==> src/rtl/mux_21_arbiter_if.sv <==
// Shared channel between two packet producers, the 2:1 arbiter and one consumer.
// master is the arbiter side; slave is the producer/consumer side.
interface mux_21_arbiter_if #(
   parameter int unsigned WIDTH = 8
);
   logic [1:0]       req;
   logic [WIDTH-1:0] A0;
   logic [WIDTH-1:0] A1;
   logic [1:0]       last;
   logic [1:0]       gnt;
   logic             S;
   logic             out_valid;
   logic [WIDTH-1:0] out_data;
   logic             out_last;
   logic             out_ready;

   modport master (
      input  req, A0, A1, last, out_ready,
      output gnt, S, out_valid, out_data, out_last
   );

   modport slave (
      output req, A0, A1, last, out_ready,
      input  gnt, S, out_valid, out_data, out_last
   );
endinterface

==> src/rtl/mux_21_arbiter.sv <==
// Two-requester packet-level round-robin arbiter driving a 2:1 data mux, with beat cap and idle abort.
// Optional per-requester completed-packet counters are enabled by defining MUX21_ARB_PKT_CNT_EN.
module mux_21_arbiter #(
   parameter int unsigned WIDTH     = 8,
   parameter int unsigned MAX_BEATS = 16,
   parameter int unsigned TIMEOUT   = 8
) (
   input  logic             clk,
   input  logic             rst_n,
   mux_21_arbiter_if.master bus
`ifdef MUX21_ARB_PKT_CNT_EN
   ,
   output logic [15:0]      pkt_cnt0,
   output logic [15:0]      pkt_cnt1
`endif
);

   localparam int unsigned BEAT_W = $clog2(MAX_BEATS) + 1;
   localparam int unsigned IDLE_W = $clog2(TIMEOUT) + 1;

   typedef enum logic [1:0] {
      ST_IDLE = 2'd0,
      ST_OWN0 = 2'd1,
      ST_OWN1 = 2'd2
   } state_e;

   state_e              r_state;
   logic                r_s;
   logic                r_rr_ptr;
   logic [BEAT_W-1:0]   r_beat_cnt;
   logic [IDLE_W-1:0]   r_idle_cnt;

   state_e              w_state_nxt;
   logic                w_s_nxt;
   logic                w_rr_nxt;
   logic [BEAT_W-1:0]   w_beat_nxt;
   logic [IDLE_W-1:0]   w_idle_nxt;

   logic                w_owned;
   logic                w_other;
   logic                w_req_s;
   logic                w_last_s;
   logic                w_valid;
   logic                w_xfer;
   logic                w_cap;
   logic                w_release;
   logic                w_abort;
   logic [WIDTH-1:0]    w_data_sel;

   // Owner-side view of the request/handshake; S doubles as the owner index while owned.
   assign w_owned    = (r_state != ST_IDLE);
   assign w_other    = ~r_s;
   assign w_req_s    = bus.req[r_s];
   assign w_last_s   = bus.last[r_s];
   assign w_valid    = w_owned & w_req_s;
   assign w_xfer     = w_valid & bus.out_ready;
   assign w_cap      = (r_beat_cnt == BEAT_W'(MAX_BEATS - 1));
   assign w_release  = w_xfer & (w_last_s | w_cap);
   assign w_abort    = w_owned & ~w_req_s & (r_idle_cnt == IDLE_W'(TIMEOUT - 1));
   assign w_data_sel = r_s ? bus.A1 : bus.A0;

   // Output channel is a pure mux of the owner's inputs, zeroed when no beat is offered.
   assign bus.S         = r_s;
   assign bus.out_valid = w_valid;
   assign bus.out_data  = w_valid ? w_data_sel : '0;
   assign bus.out_last  = w_valid & w_last_s;
   assign bus.gnt       = {w_xfer & r_s, w_xfer & ~r_s};

   always_ff @(posedge clk or negedge rst_n) begin
      if (!rst_n) begin
         r_state    <= ST_IDLE;
         r_s        <= 1'b0;
         r_rr_ptr   <= 1'b0;
         r_beat_cnt <= '0;
         r_idle_cnt <= '0;
      end else begin
         r_state    <= w_state_nxt;
         r_s        <= w_s_nxt;
         r_rr_ptr   <= w_rr_nxt;
         r_beat_cnt <= w_beat_nxt;
         r_idle_cnt <= w_idle_nxt;
      end
   end

   always_comb begin
      w_state_nxt = r_state;
      w_s_nxt     = r_s;
      w_rr_nxt    = r_rr_ptr;
      w_beat_nxt  = r_beat_cnt;
      w_idle_nxt  = r_idle_cnt;

      case (r_state)
         ST_IDLE: begin
            if (bus.req != 2'b00) begin
               w_s_nxt     = (bus.req == 2'b11) ? r_rr_ptr : bus.req[1];
               w_state_nxt = w_s_nxt ? ST_OWN1 : ST_OWN0;
            end
         end

         ST_OWN0, ST_OWN1: begin
            if (w_release | w_abort) begin
               // Hand over without a bubble: the other side wins if it is waiting.
               w_rr_nxt   = w_other;
               w_beat_nxt = '0;
               w_idle_nxt = '0;
               if (bus.req[w_other]) begin
                  w_s_nxt     = w_other;
                  w_state_nxt = w_other ? ST_OWN1 : ST_OWN0;
               end else if (!w_req_s) begin
                  w_state_nxt = ST_IDLE;
               end
            end else begin
               if (w_xfer) begin
                  w_beat_nxt = r_beat_cnt + BEAT_W'(1);
               end
               w_idle_nxt = w_req_s ? '0 : (r_idle_cnt + IDLE_W'(1));
            end
         end

         default: begin
            w_state_nxt = ST_IDLE;
         end
      endcase
   end

`ifdef MUX21_ARB_PKT_CNT_EN
   logic [15:0] r_pkt_cnt0;
   logic [15:0] r_pkt_cnt1;

   // Completed packets only (last- or cap-triggered); aborts never count.
   always_ff @(posedge clk or negedge rst_n) begin
      if (!rst_n) begin
         r_pkt_cnt0 <= '0;
         r_pkt_cnt1 <= '0;
      end else if (w_release) begin
         if (!r_s && (r_pkt_cnt0 != 16'hFFFF)) begin
            r_pkt_cnt0 <= r_pkt_cnt0 + 16'd1;
         end
         if (r_s && (r_pkt_cnt1 != 16'hFFFF)) begin
            r_pkt_cnt1 <= r_pkt_cnt1 + 16'd1;
         end
      end
   end

   assign pkt_cnt0 = r_pkt_cnt0;
   assign pkt_cnt1 = r_pkt_cnt1;
`endif

   a_gnt_onehot : assert property (@(posedge clk) disable iff (!rst_n) $onehot0(bus.gnt));

   a_sel_stable : assert property (@(posedge clk) disable iff (!rst_n)
      (bus.out_valid && !bus.out_ready) |=> $stable(bus.S));

endmodule

==> src/flat_wrapper.sv <==
// flat-port wrapper written by rule: the top's interface ports become plain ports
module mux_21_arbiter_flat 
#(
   parameter int unsigned WIDTH     = 8,
   parameter int unsigned MAX_BEATS = 16,
   parameter int unsigned TIMEOUT   = 8
)
  (clk, rst_n, bus_req, bus_A0, bus_A1, bus_last, bus_out_ready, bus_gnt, bus_S, bus_out_valid, bus_out_data, bus_out_last);
  mux_21_arbiter_if #(.WIDTH(WIDTH)) bus_i ();
  input  logic clk;
  input  logic rst_n;
  input wire logic [$bits(bus_i.req)-1:0] bus_req;
  input wire logic [$bits(bus_i.A0)-1:0] bus_A0;
  input wire logic [$bits(bus_i.A1)-1:0] bus_A1;
  input wire logic [$bits(bus_i.last)-1:0] bus_last;
  input wire logic [$bits(bus_i.out_ready)-1:0] bus_out_ready;
  output wire logic [$bits(bus_i.gnt)-1:0] bus_gnt;
  output wire logic [$bits(bus_i.S)-1:0] bus_S;
  output wire logic [$bits(bus_i.out_valid)-1:0] bus_out_valid;
  output wire logic [$bits(bus_i.out_data)-1:0] bus_out_data;
  output wire logic [$bits(bus_i.out_last)-1:0] bus_out_last;
  assign bus_i.req = bus_req;
  assign bus_i.A0 = bus_A0;
  assign bus_i.A1 = bus_A1;
  assign bus_i.last = bus_last;
  assign bus_i.out_ready = bus_out_ready;
  assign bus_gnt = bus_i.gnt;
  assign bus_S = bus_i.S;
  assign bus_out_valid = bus_i.out_valid;
  assign bus_out_data = bus_i.out_data;
  assign bus_out_last = bus_i.out_last;
  mux_21_arbiter #(.WIDTH(WIDTH), .MAX_BEATS(MAX_BEATS), .TIMEOUT(TIMEOUT)) u_core (.clk(clk), .rst_n(rst_n), .bus(bus_i));
endmodule
==> config.mk <==
export PLATFORM = sky130hd
export DESIGN_NAME = mux_21_arbiter_flat
export DESIGN_NICKNAME = d
export VERILOG_FILES = /design/src/rtl/mux_21_arbiter_if.sv /design/src/rtl/mux_21_arbiter.sv /design/src/flat_wrapper.sv
export SDC_FILE = /design/constraint.sdc
export NUM_CORES = 1
export LEC_CHECK = 0
export CAP_MARGIN = 10
export CORE_AREA = 2 2 61 63
export DETAILED_ROUTE_END_ITERATION = 16
export DIE_AREA = 0 0 63 65
export GPL_TIMING_DRIVEN = 0
export SETUP_SLACK_MARGIN = 0.3
export SYNTH_ARGS = -nofsm -noshare
export SYNTH_HDL_FRONTEND = slang
export SYNTH_SLANG_ARGS = --single-unit
==> constraint.sdc <==
create_clock -name clk -period 3.29 [get_ports clk]
set_input_delay 0.329 -clock clk [delete_from_list [all_inputs] [get_ports clk]]
set_output_delay 0.329 -clock clk [all_outputs]
set_load 0.02 [all_outputs]
* Word-level counts from Yosys, hierarchy flattened
Index checks and enable logic that the tools add are counted.
** Operators by class
- Add/subtract/negate cells :: 2
- Bitwise operators :: 12
- Reduce and logical (&&, ||, !) cells :: 10
- $lt $le $gt $ge :: 2
- Multiplexer cells :: 24
- Eq/ne operators :: 9
** Operators with widths (number)
- $mux 8 :: 2
- $mux 2 :: 6
- $mux 1 :: 10
- $mux 5 :: 2
- $and 1x1->1 :: 8
- $mux 4 :: 2
- $reduce_bool 2->1 :: 4
- $ne 2x1->1 const B :: 3
- $add 5x1->5 const B :: 1
- $eq 5x4->1 const B :: 1
- $add 4x1->4 const B :: 1
- $eq 2x2->1 const B :: 2
- $eq 4x3->1 const B :: 1
- $lt 1x2->1 const B :: 2
- $pmux 2 s2 :: 1
- $reduce_and 2->1 :: 2
- $reduce_and 4->1 :: 1
- $ne 3x3->1 const B :: 1
- $reduce_and 3->1 :: 1
- $eq 2x1->1 const B :: 1
- $logic_not 2->1 :: 1
- $not 1->1 :: 2
- $or 1x1->1 :: 2
- $pmux 1 s2 :: 1
- $reduce_or 2->1 :: 1
** Storage, ports and cells
- Register bits after elaboration :: 13
- Input bits :: 23
- Output and inout bits :: 13

* Depth between registers and ports, before layout
- Depth after elaboration :: 8
- Gate-level depth with buffers :: 7

* Least setup slack after synthesis
Ideal clock, no wire load.
- Path type :: register to register
- From :: register u_core.r_s (netlist: u_core.bus.S)
- To :: register u_core.r_beat_cnt[3]
- Data required time :: 3.203 ns
- Setup slack :: 1.207 ns
- Cell stages (with the launch flop) :: 7
- Arrival time :: 1.996 ns
- Clock period less this slack :: 2.083 ns
- Cells stage by stage :: dfrtp_1 buf_6 mux2_4 or4_4 a21boi_4 a41oi_1 a211oi_2
** Between the ends
- Cells in the longest elaborated chain, start to end :: 8
** RTL lines
- from (decl) :: RTL line mux_21_arbiter.sv:28 : logic r_s;
- from (signal assigned) :: RTL line mux_21_arbiter.sv:78 : r_s <= w_s_nxt;
- $mux 1 (implied by the code) (2 in a row) :: RTL line mux_21_arbiter.sv:53 : assign w_req_s = bus.req[r_s];
- $and 1x1->1 or $not 1->1 (tied branches) :: RTL line mux_21_arbiter.sv:55, mux_21_arbiter.sv:59
- $and 1x1->1, on equally long branches :: RTL line mux_21_arbiter.sv:56, mux_21_arbiter.sv:59
- $and 1x1->1, on equally long branches :: RTL line mux_21_arbiter.sv:58, mux_21_arbiter.sv:59
- $or 1x1->1 :: RTL line mux_21_arbiter.sv:101 : if (w_release | w_abort) begin
- $reduce_bool 2->1 (no line)
- $reduce_and 2->1 (no line)
- to (signal assigned) :: RTL line mux_21_arbiter.sv:80 : r_beat_cnt <= w_beat_nxt;
- to (decl) :: RTL line mux_21_arbiter.sv:30 : logic [BEAT_W-1:0] r_beat_cnt;
Several ways; a longest one is shown, not always the timed one. The select of a mux whose other input is x is not followed.
A chain may end at the register's enable or synchronous reset.

* Worst setup path after layout
- From :: input port bus_req[0]
- To :: output port bus_out_last
** Between the ends
- Cells in the longest elaborated chain, start to end :: 4
** RTL lines
- from (decl) :: RTL line flat_wrapper.sv:12 : input wire logic [$bits(bus_i.req)-1:0] bus_req;
- $mux 1 (implied by the code) (2 in a row) :: RTL line mux_21_arbiter.sv:53
- $and 1x1->1 :: RTL line mux_21_arbiter.sv:55 : assign w_valid = w_owned & w_req_s;
- $and 1x1->1 :: RTL line mux_21_arbiter.sv:66 : assign bus.out_last = w_valid & w_last_s;
- to (decl) :: RTL line flat_wrapper.sv:21 : output wire logic [$bits(bus_i.out_last)-1:0] bus_out_last;
No other way between the ends. The select of a mux whose other input is x is not followed.

==> flow_metrics.py <==
metrics = {
    "logic_synthesis": {
        "syn_nets": 139,
        "ys_types": 35,
        "seq_area_frac_synth": 0.3299,
        "ys_ff_latch": 13,
        "syn_area_um2": 985.9,
        "synthCells": 111,
        "postSynthAreaPerCell_um2": 8.882,
        "yosysWarnings": 0,
    },
    "worst_setup_path": {
        "critPathBufInv": 4,
        "cp_slowest_cell": "clkdlybuf4s50_1",
        "crit_required_ns": 2.96,
        "worstReg2RegStart": "u_core.bus.S",
        "worstSetupPathType": "input port to output port",
        "cp_cell_sequence": "clkdlybuf4s50_1 > mux2_4 > nand2b_1 > clkbuf_1 > inv_1 > and2_1 > clkdlybuf4s50_1",
        "reg2reg_depth": 6,
        "arrival_ns": 2.40,
        "cp_common_cell": "clkdlybuf4s50_1",
        "worstPathMaxFanout": 9,
        "reg2reg_slack_ns": 1.17,
        "slowest_delay_ns": 0.52,
        "end_kind": "output port",
        "timing.rr.end": "u_core.r_beat_cnt[3]",
        "crit_family": "buffers and inverters",
        "cp-start-kind": "input port",
    },
    "pwr": {
        "max-vdd-ir-drop_mv": 0.2688,
        "p_leak_nw": 0.6199,
        "power_density_mw_per_mm2": 753.0,
    },
    "global_route": {
        "grt_pass1_wl_um": 4181,
        "overflow": 0,
        "use_met3": 0.03646,
        "gr-usage-met2": 0.2327,
        "antenna_found_initial": 0,
        "grt_usage": 0.1329,
        "grt_pass1_vias": 913,
        "top_usage_layer": "met2",
        "use_met1": 0.1510,
        "grt_max_degree": 14,
    },
    "sta": {
        "maxSlewHeadroom": 0.5058,
        "slew_viol_final": 0,
        "fmax_ghz": 0.3662,
        "finalSetupViolations": 0,
        "min_period_ns": 2.730,
        "setup_tns_ns": 0,
        "worst_slack_ns": 0.5596,
        "rsz0062_at_grt": "false",
        "hold_viol": 0,
        "min_period_over_period": 0.8299,
        "skew_ns": 0.0005308,
        "worstMarginPinSlew_ns": 0.7321,
    },
    "placement": {
        "hpwl_um": 2031,
        "place.port_buffers": 34,
        "gp_congestion": 0.7236,
        "place_ws_ns": 0.5791,
    },
    "die": {
        "core_region_area_mm2": 0.003496,
        "rows": 22,
        "io_pins": 36,
        "start_util": 0.2820,
        "die_h_um": 65,
        "fp.dieArea_mm2": 0.004095,
        "die_w_um": 63,
    },
    "clock_network": {
        "htreeDepth": 1,
        "cts.path.max_buffers": 2,
        "cts_root_buf": "clkbuf_4",
        "clock_latency_ns": 0.28,
        "post_cts_resized": 0,
        "cts-buffers-inserted": 3,
        "cts_tree": "yes",
        "hold_buffers": 0,
        "post_cts_buffers": 0,
        "clk_pin_slew_worst_paths_ns": 0.08,
        "cts.sinks": 13,
    },
    "route": {
        "drtIter0Drc": 32,
        "drc": 0,
        "num_vias": 960,
        "ant_nets": 0,
        "wl_um": 2528,
        "wl_per_cell_um": 12.83,
        "drt-vias-per-instance": 4.873,
        "drt_pass1_iterations": 4,
    },
    "min_path": {
        "hold_path.class": "input port to async pin",
    },
    "cells_and_area": {
        "design.final.nets": 178,
        "n_fill_cell": 379,
        "syn2layout_area_growth_pct": 43.27,
        "num_antenna_cells": 0,
        "layout-drive-gt1-share": 0.07383,
    },
    "status": {
        "status": "completed",
    },
    "flow_run": {
        "drv_cap": 0,
    },
}
## layout by cell type (no fill, tap or decap), types with 2 or more instances in the layout
cell type	instances
dfrtp_1	13
nor2_1	16
clkbuf_1	5
clkdlybuf4s50_1	34
a32oi_1	2
nand3_1	4
inv_1	12
nand2_1	6
clkbuf_4	3
mux2_2	3
mux2i_1	12
o22ai_1	3
o21ai_0	5
a21boi_0	2
and3_1	3
ha_1	5
## metal layers
metal	vias to the layer above	part of all wire
li1	474	-
met1	448	0.41
met2	36	0.50
met3	2	0.081
met4	0	0.011
met5	-	0
## area by class of cell
| type | count | area, um^2 | share of cell area |
|---|---|---|---|
| inverters | 12 | 45.04 | 0.03189 |
| flip-flops and latches | 13 | 325.3 | 0.2303 |
| plain buffers | 5 | 26.28 | 0.01860 |
| clock buffers | 4 | 26.28 | 0.01860 |
| repair buffers | 34 | 340.3 | 0.2409 |
| well taps | 48 | 60.06 | 0.04252 |
| multi-input cells | 81 | 589.3 | 0.4172 |
## flip-flops by register name (all words and copies together), names as in the netlist
register and flops:
u_core.r_beat_cnt 5, u_core.r_state 2, u_core.r_idle_cnt 4, u_core.bus.S 1
u_core.r_rr_ptr 1
## kinds of logic (layout without fill, tap and decap cells)
family,after synthesis,in the layout,synth area share
AO/OA/AOI/OAI,22,22,0.1764
adder cells (fa/ha/maj),5,5,0.06345
buffers and inverters,17,55,0.07233
flip-flops,13,13,0.3299
multiplexers,16,16,0.1713
AND/OR/NAND/NOR,38,38,0.1866
## metrics by stage
step	hold slack, ns	std cells	total power [W]	utilization	instance area (um^2)
final	0.4183	197	0.001064	0.4041	1413
after global routing	0.4714	197	0.001161	0.4041	1413
after CTS	0.4376	197	0.001076	0.4041	1413
after detailed placement	0.5116	193	0.0009706	0.3966	1386
after global placement	0.4937	193	0.0009508	0.3966	1386
after floorplan	0.03341	111	0.0007359	-	985.9
## how the worst max path moves through the flow
| stage | start | endpoint | slack [ns] | depth (start not counted) |
|---|---|---|---|---|
| 5_1_grt | bus_req[0] | bus_out_last | 0.46 | 7 |
| 4_1_cts | bus_req[0] | bus_out_last | 0.57 | 7 |
| 3_3_place_gp | bus_req[0] | bus_out_last | 0.58 | 7 |
| 3_5_place_dp | bus_req[0] | bus_out_last | 0.58 | 7 |
| 2_1_floorplan | u_core.bus.S | u_core.r_beat_cnt[3] | 1.21 | 6 |
| 6_report | bus_req[0] | bus_out_last | 0.56 | 7 |
## where the power goes
part	internal, W	total [W]	leakage [nW]	switching [W]
clock network	0.0000470	0.000102	0.0150	0.0000553
logic	0.000325	0.000699	0.436	0.000374
registers	0.000217	0.000262	0.169	0.0000454
## worst register-to-register path: stages (launching register included)
cell and delay (ns):
dfrtp_1 0.40, buf_6 0.15, mux2_4 0.32, or4_4 0.52, a21boi_4 0.26, a41oi_1 0.17
a211oi_2 0.22
## cell usage after synthesis (all sizes together)
cell | instances | area (um^2)
o2111a | 1 | 11.26
nor2b | 1 | 6.260
nor3 | 1 | 5.000
o21ai | 5 | 25.02
o311ai | 1 | 8.760
mux2i | 12 | 120.1
dfrtp | 13 | 325.3
nand4 | 1 | 6.260
a22oi | 1 | 7.510
nor2 | 16 | 60.06
buf | 1 | 11.26
nor4 | 1 | 6.260
a32oi | 2 | 17.52
nand2b | 1 | 6.260
and3 | 3 | 18.77
a41oi | 1 | 8.760
o211ai | 1 | 7.510
or4 | 1 | 11.26
a21boi | 3 | 33.78
and4 | 1 | 8.760
a211oi | 1 | 12.51
clkbuf | 4 | 15.01
nand3 | 4 | 20.02
a21oi | 1 | 5.000
ha | 5 | 62.56
o2111ai | 1 | 8.760
mux2 | 4 | 48.79
nand2 | 6 | 22.52
or3 | 1 | 6.260
o22ai | 3 | 18.77
inv | 12 | 45.04
o221ai | 1 | 8.760
and2 | 1 | 6.260
Note: power is estimated with default switching activity, not from simulation.
